[src/rtl/keccak_msg_feeder_if.sv]
// Byte-stream and keccak-core signals of the message feeder, grouped per side.
// master = feeder side, slave = byte source plus keccak core.
interface keccak_msg_feeder_if;
   logic [7:0]  byte_in;
   logic        byte_valid;
   logic        byte_last;
   logic        byte_ready;
   logic        core_reset;
   logic [31:0] in;
   logic        in_ready;
   logic        is_last;
   logic [1:0]  byte_num;
   logic        buffer_full;
   logic        out_ready;

   modport master (
      input  byte_in, byte_valid, byte_last, buffer_full, out_ready,
      output byte_ready, core_reset, in, in_ready, is_last, byte_num
   );

   modport slave (
      output byte_in, byte_valid, byte_last, buffer_full, out_ready,
      input  byte_ready, core_reset, in, in_ready, is_last, byte_num
   );
endinterface

[src/rtl/keccak_msg_feeder.sv]
// Packs a valid/ready byte stream into keccak 32-bit words (first byte in [31:24]),
// pulses the core reset per message and waits for the digest before the next one.
module keccak_msg_feeder #(
   parameter bit WAIT_DIGEST = 1'b1
) (
   input  logic                  clk,
   input  logic                  reset_n,
   keccak_msg_feeder_if.master   bus,
   output logic                  busy,
   output logic                  msg_done
);

   localparam logic [2:0] S_IDLE  = 3'd0;
   localparam logic [2:0] S_CLEAR = 3'd1;
   localparam logic [2:0] S_FILL  = 3'd2;
   localparam logic [2:0] S_SEND  = 3'd3;
   localparam logic [2:0] S_PAD   = 3'd4;
   localparam logic [2:0] S_WAIT  = 3'd5;

   logic [2:0]  state;
   logic [1:0]  cnt;
   logic [31:0] word;
   logic        pad_pending;

   logic [31:0] word_nxt;
   logic        accept;
   logic        xfer;
   logic        word_done;
   logic        short_last;

   always_comb begin
      word_nxt = word;
      case (cnt)
         2'd0:    word_nxt[31:24] = bus.byte_in;
         2'd1:    word_nxt[23:16] = bus.byte_in;
         2'd2:    word_nxt[15:8]  = bus.byte_in;
         default: word_nxt[7:0]   = bus.byte_in;
      endcase
      accept     = (state == S_FILL) && bus.byte_valid && bus.byte_ready;
      xfer       = bus.in_ready && !bus.buffer_full;
      word_done  = bus.byte_last || (cnt == 2'd3);
      short_last = bus.byte_last && (cnt != 2'd3);
   end

   always_ff @(posedge clk or negedge reset_n) begin
      if (!reset_n) begin
         state          <= S_IDLE;
         cnt            <= '0;
         word           <= '0;
         pad_pending    <= 1'b0;
         bus.byte_ready <= 1'b0;
         bus.core_reset <= 1'b0;
         bus.in         <= '0;
         bus.in_ready   <= 1'b0;
         bus.is_last    <= 1'b0;
         bus.byte_num   <= '0;
         busy           <= 1'b0;
         msg_done       <= 1'b0;
      end else begin
         bus.core_reset <= 1'b0;
         msg_done       <= 1'b0;
         case (state)
            S_IDLE: begin
               // The pending byte is left on the bus; FILL consumes it.
               if (bus.byte_valid) begin
                  state          <= S_CLEAR;
                  bus.core_reset <= 1'b1;
                  busy           <= 1'b1;
               end
            end
            S_CLEAR: begin
               cnt            <= '0;
               word           <= '0;
               pad_pending    <= 1'b0;
               bus.byte_ready <= 1'b1;
               state          <= S_FILL;
            end
            S_FILL: begin
               if (accept) begin
                  if (word_done) begin
                     bus.byte_ready <= 1'b0;
                     bus.in_ready   <= 1'b1;
                     bus.in         <= word_nxt;
                     bus.is_last    <= short_last;
                     bus.byte_num   <= short_last ? cnt + 2'd1 : 2'd0;
                     pad_pending    <= bus.byte_last && (cnt == 2'd3);
                     state          <= S_SEND;
                  end else begin
                     word <= word_nxt;
                     cnt  <= cnt + 2'd1;
                  end
               end
            end
            S_SEND, S_PAD: begin
               if (xfer) begin
                  if (pad_pending) begin
                     // Message ended on a word boundary: an empty last word follows.
                     pad_pending  <= 1'b0;
                     bus.in       <= '0;
                     bus.is_last  <= 1'b1;
                     bus.byte_num <= '0;
                     state        <= S_PAD;
                  end else begin
                     bus.in_ready <= 1'b0;
                     bus.in       <= '0;
                     bus.is_last  <= 1'b0;
                     bus.byte_num <= '0;
                     if (bus.is_last) begin
                        if (WAIT_DIGEST) begin
                           state <= S_WAIT;
                        end else begin
                           state    <= S_IDLE;
                           msg_done <= 1'b1;
                           busy     <= 1'b0;
                        end
                     end else begin
                        cnt            <= '0;
                        word           <= '0;
                        bus.byte_ready <= 1'b1;
                        state          <= S_FILL;
                     end
                  end
               end
            end
            S_WAIT: begin
               if (bus.out_ready) begin
                  msg_done <= 1'b1;
                  busy     <= 1'b0;
                  state    <= S_IDLE;
               end
            end
            default: state <= S_IDLE;
         endcase
      end
   end

endmodule

[src/flat_wrapper.sv]
// flat-port wrapper written by rule: the top's interface ports become plain ports
module keccak_msg_feeder_flat 
#(
   parameter bit WAIT_DIGEST = 1'b1
)
  (clk, reset_n, busy, msg_done, bus_byte_in, bus_byte_valid, bus_byte_last, bus_buffer_full, bus_out_ready, bus_byte_ready, bus_core_reset, bus_in, bus_in_ready, bus_is_last, bus_byte_num);
  keccak_msg_feeder_if bus_i ();
  input  logic clk;
  input  logic reset_n;
  output logic busy;
  output logic msg_done;
  input wire logic [$bits(bus_i.byte_in)-1:0] bus_byte_in;
  input wire logic [$bits(bus_i.byte_valid)-1:0] bus_byte_valid;
  input wire logic [$bits(bus_i.byte_last)-1:0] bus_byte_last;
  input wire logic [$bits(bus_i.buffer_full)-1:0] bus_buffer_full;
  input wire logic [$bits(bus_i.out_ready)-1:0] bus_out_ready;
  output wire logic [$bits(bus_i.byte_ready)-1:0] bus_byte_ready;
  output wire logic [$bits(bus_i.core_reset)-1:0] bus_core_reset;
  output wire logic [$bits(bus_i.in)-1:0] bus_in;
  output wire logic [$bits(bus_i.in_ready)-1:0] bus_in_ready;
  output wire logic [$bits(bus_i.is_last)-1:0] bus_is_last;
  output wire logic [$bits(bus_i.byte_num)-1:0] bus_byte_num;
  assign bus_i.byte_in = bus_byte_in;
  assign bus_i.byte_valid = bus_byte_valid;
  assign bus_i.byte_last = bus_byte_last;
  assign bus_i.buffer_full = bus_buffer_full;
  assign bus_i.out_ready = bus_out_ready;
  assign bus_byte_ready = bus_i.byte_ready;
  assign bus_core_reset = bus_i.core_reset;
  assign bus_in = bus_i.in;
  assign bus_in_ready = bus_i.in_ready;
  assign bus_is_last = bus_i.is_last;
  assign bus_byte_num = bus_i.byte_num;
  keccak_msg_feeder #(.WAIT_DIGEST(WAIT_DIGEST)) u_core (.clk(clk), .reset_n(reset_n), .bus(bus_i), .busy(busy), .msg_done(msg_done));
endmodule
[config.mk]
export PLATFORM = sky130hd
export DESIGN_NAME = keccak_msg_feeder_flat
export DESIGN_NICKNAME = d
export VERILOG_FILES = /design/src/rtl/keccak_msg_feeder_if.sv /design/src/rtl/keccak_msg_feeder.sv /design/src/flat_wrapper.sv
export SDC_FILE = /design/constraint.sdc
export NUM_CORES = 1
export LEC_CHECK = 0
export ABC_CLOCK_PERIOD_IN_PS = 4150
export CAP_MARGIN = 20
export CORE_MARGIN = 3
export CORE_UTILIZATION = 50
export DETAILED_ROUTE_END_ITERATION = 6
export GPL_TIMING_DRIVEN = 1
export PLACE_DENSITY = 0.84
export SYNTH_ARGS = -nofsm -noshare
export SYNTH_HDL_FRONTEND = slang
export SYNTH_SLANG_ARGS = --single-unit
[constraint.sdc]
create_clock -name clk -period 4.15 [get_ports clk]
set_input_delay 0.415 -clock clk [delete_from_list [all_inputs] [get_ports clk]]
set_output_delay 0.415 -clock clk [all_outputs]
set_load 0.005 [all_outputs]
==> flow_summary.ini <==
[status]
run_status = completed

[power_and_ir_drop]
design_power_total_w = 0.003018
power.density_mw_per_mm2 = 658.9
max-vdd-ir-drop_mv = 0.2768
p_leak_nw = 2.141

[sta]
timing.final.ws_setup_ps = 1314
final_hold_viol_count = 0
rsz0062_at_grt = false
fmax_mhz = 352.6
min_period_ps = 2836
final_setup_viols = 0
max_slew_margin_pct = 28.33
drv_slew = 0
tightestPinTransition_ps = 1073
layout_worst_path_cycle_share_pct = 68.33
timing.setup.tns_ps = 0
clock-skew-final_ps = 6.582

[cells_and_area]
final_cell_mix = dfrtp_1, nor2_1, clkdlybuf4s50_1
post_route_cells_drive_above_1_share_pct = 15.97
final_util_pct = 62.49
areaGrowthSynthToFinish_pct = 19.60
most_common_cell_after_layout_fill_and_taps_aside = dfrtp_1
num_antenna_cells = 0
post_layout_nets = 395
num-fill-cells = 589
final-instance-count-excl-fill = 481

[clock_network]
post_cts.repair.setup_buffers = 0
cts-hold-fix-buffers = 0
insertion_delay_ps = 340
cts_buffers = 9
cts_sinks = 78
tritoncts = yes
cts_root_buf = clkbuf_8
clkTransAtPathRegs_ps = 80
htree_levels = 3
clockBufferDepth = 2
post_cts_resized = 0

[global_route]
vias_in_the_first_global_route = 2851
grt_pass1_wl_um = 13800
grt_max_degree = 79
track_usage_pct = 20.09
grt_use_met2_pct = 32.94
initial_antenna_violation_count = 0
met1_usage_pct = 26.74
grt.busiest_layer = met2
grt.overflow.total = 0
groute.layer.met3.usage_pct = 3.620

[synth]
synthCells = 331
post-synth-top-area-fraction_pct = 50.96
synth.top_cells.by_area = dfrtp_1, mux2i_1, mux2_2
syn_area_per_cell_sq_um = 11.57
yosys_most_used_dff = dfrtp_1
syn_nets = 349
synth-edff-count = 0
synth.yosys.seq_area_share_pct = 50.96
synth_area_sq_mm = 0.003830
synthDominantAreaCellType = dfrtp_1
synth.distinct_cells = 49
ys_ff_latch = 78
async_reset_ff_share_pct = 100.0
synth.yosys.warnings = 0

[floorplan]
die_h_um = 93.52
core-area_sq_mm = 0.007331
chipWidth_um = 93.52
die-area_sq_mm = 0.008746
num_rows = 31
initial_core_utilization_pct = 52.24
floorplan.io_pins = 54

[place]
post-place-ws_ps = 1289
gp_congestion = 0.8632
buffer_ports.inserted = 53
placedCellCount = 465
hpwl_reported_at_the_end_of_detailed_placement_um = 5753

[route]
totalWireLength_um = 8400
wl_per_cell_um = 17.46
ant_nets = 0
dr_total_vias = 2711
initialDrtViolationCount = 145
drtPass1Iterations = 5
drt-vias-per-instance = 5.636
drc = 0

[worst_setup_path]
setup.worst_path.start_class = flop
regToRegStartpoint = u_core.state[2]$_DFFE_PN0P_
setup.worst_path.end_class = flop
critPathKind = reg2reg
ff2ff_path_depth = 5
worstPathMaxFanout = 20
startpoint = u_core.state[2]$_DFFE_PN0P_
crit_arrival_ps = 3060
cp.required_ps = 4380

[worst_hold_path]
hold_path.class = in2async

[flow_run]
drv_cap = 0
-- final cells by class --
class / count / area [sq um] / share of cell area (%)
Multi-Input combinational cell: 227 / 1768 / 38.60
Tap cell: 99 / 123.9 / 2.704
Clock buffer: 12 / 145.1 / 3.169
Inverter: 5 / 18.77 / 0.4097
Clock inverter: 4 / 22.52 / 0.4917
Sequential cell: 78 / 1952 / 42.61
Timing Repair Buffer: 56 / 550.5 / 12.02
-- per-layer routing --
metal  up-vias  routed length, um
met5         -                  0
met4         0                110
met3         9                279
met2        55               4248
met1      1380               3761
li1       1267                  -
-- cells by family (layout without fill, tap and decap cells) --
family | after synthesis | after routing | share of synthesized area (%)
flip-flops | 78 | 78 | 50.96
AO/OA/AOI/OAI | 41 | 41 | 8.494
adder cells (fa/ha/maj) | 4 | 4 | 1.307
AND/OR/NAND/NOR | 97 | 97 | 12.77
multiplexers | 85 | 85 | 23.39
buffers and inverters | 26 | 77 | 3.071
-- per-stage QoR --
stage | cell area (sq um) | hold slack [ps]
2_1_floorplan | 3830 | 119.4
3_3_place_gp | 4413 | 467.5
3_5_place_dp | 4413 | 470.5
4_1_cts | 4581 | 260.4
5_1_grt | 4581 | 293.7
6_report | 4581 | 240.1
-- worst max-delay path: stages (launching register included) --
cell and delay (ps):
dfrtp_1 690, nor3b_1 470, o21ai_0 250, a21oi_4 580
buf_4 360, mux2_2 370
-- cells in the mapped netlist (5+ instances only) --
master    instances
clkbuf_1          8
dfrtp_1          78
mux2_2           36
mux2i_1          49
nor2_1           54
nand2_1           5
a32o_1            9
buf_2             7
and3_1            5
o21ai_0           6
and2_1            9
inv_1             5
-- flip-flops by register name (all words and copies together), names as in the netlist --
name / cells
u_core.bus.in: 32
u_core.word: 32
u_core.state: 3
u_core.bus.byte_num: 2
u_core.cnt: 2
u_core.bus.byte_ready: 1
u_core.bus.core_reset: 1
u_core.bus.in_ready: 1
u_core.bus.is_last: 1
u_core.busy: 1
u_core.msg_done: 1
u_core.pad_pending: 1
-- power breakdown --
part / internal, W / total [W] / switching, W
Clock: 0.000231 / 0.000502 / 0.000271
Combinational: 0.000706 / 0.00136 / 0.000657
Sequential: 0.000976 / 0.00115 / 0.000178
-- path summary, 6_finish.rpt --
path	endpoint	slack (ps)
min in group clk	u_core.word[1]$_DFFE_PN0P_	490
worst min-delay path	u_core.state[1]$_DFFE_PN0P_	240
worst max-delay path	u_core.bus.in[25]$_DFFE_PN0P_	1310
worst min register to register	u_core.word[1]$_DFFE_PN0P_	490
worst max register to register	u_core.bus.in[25]$_DFFE_PN0P_	1310
max in group asynchronous	u_core.bus.in[4]$_DFFE_PN0P_	3300
Power figures use the tool's default switching activity.
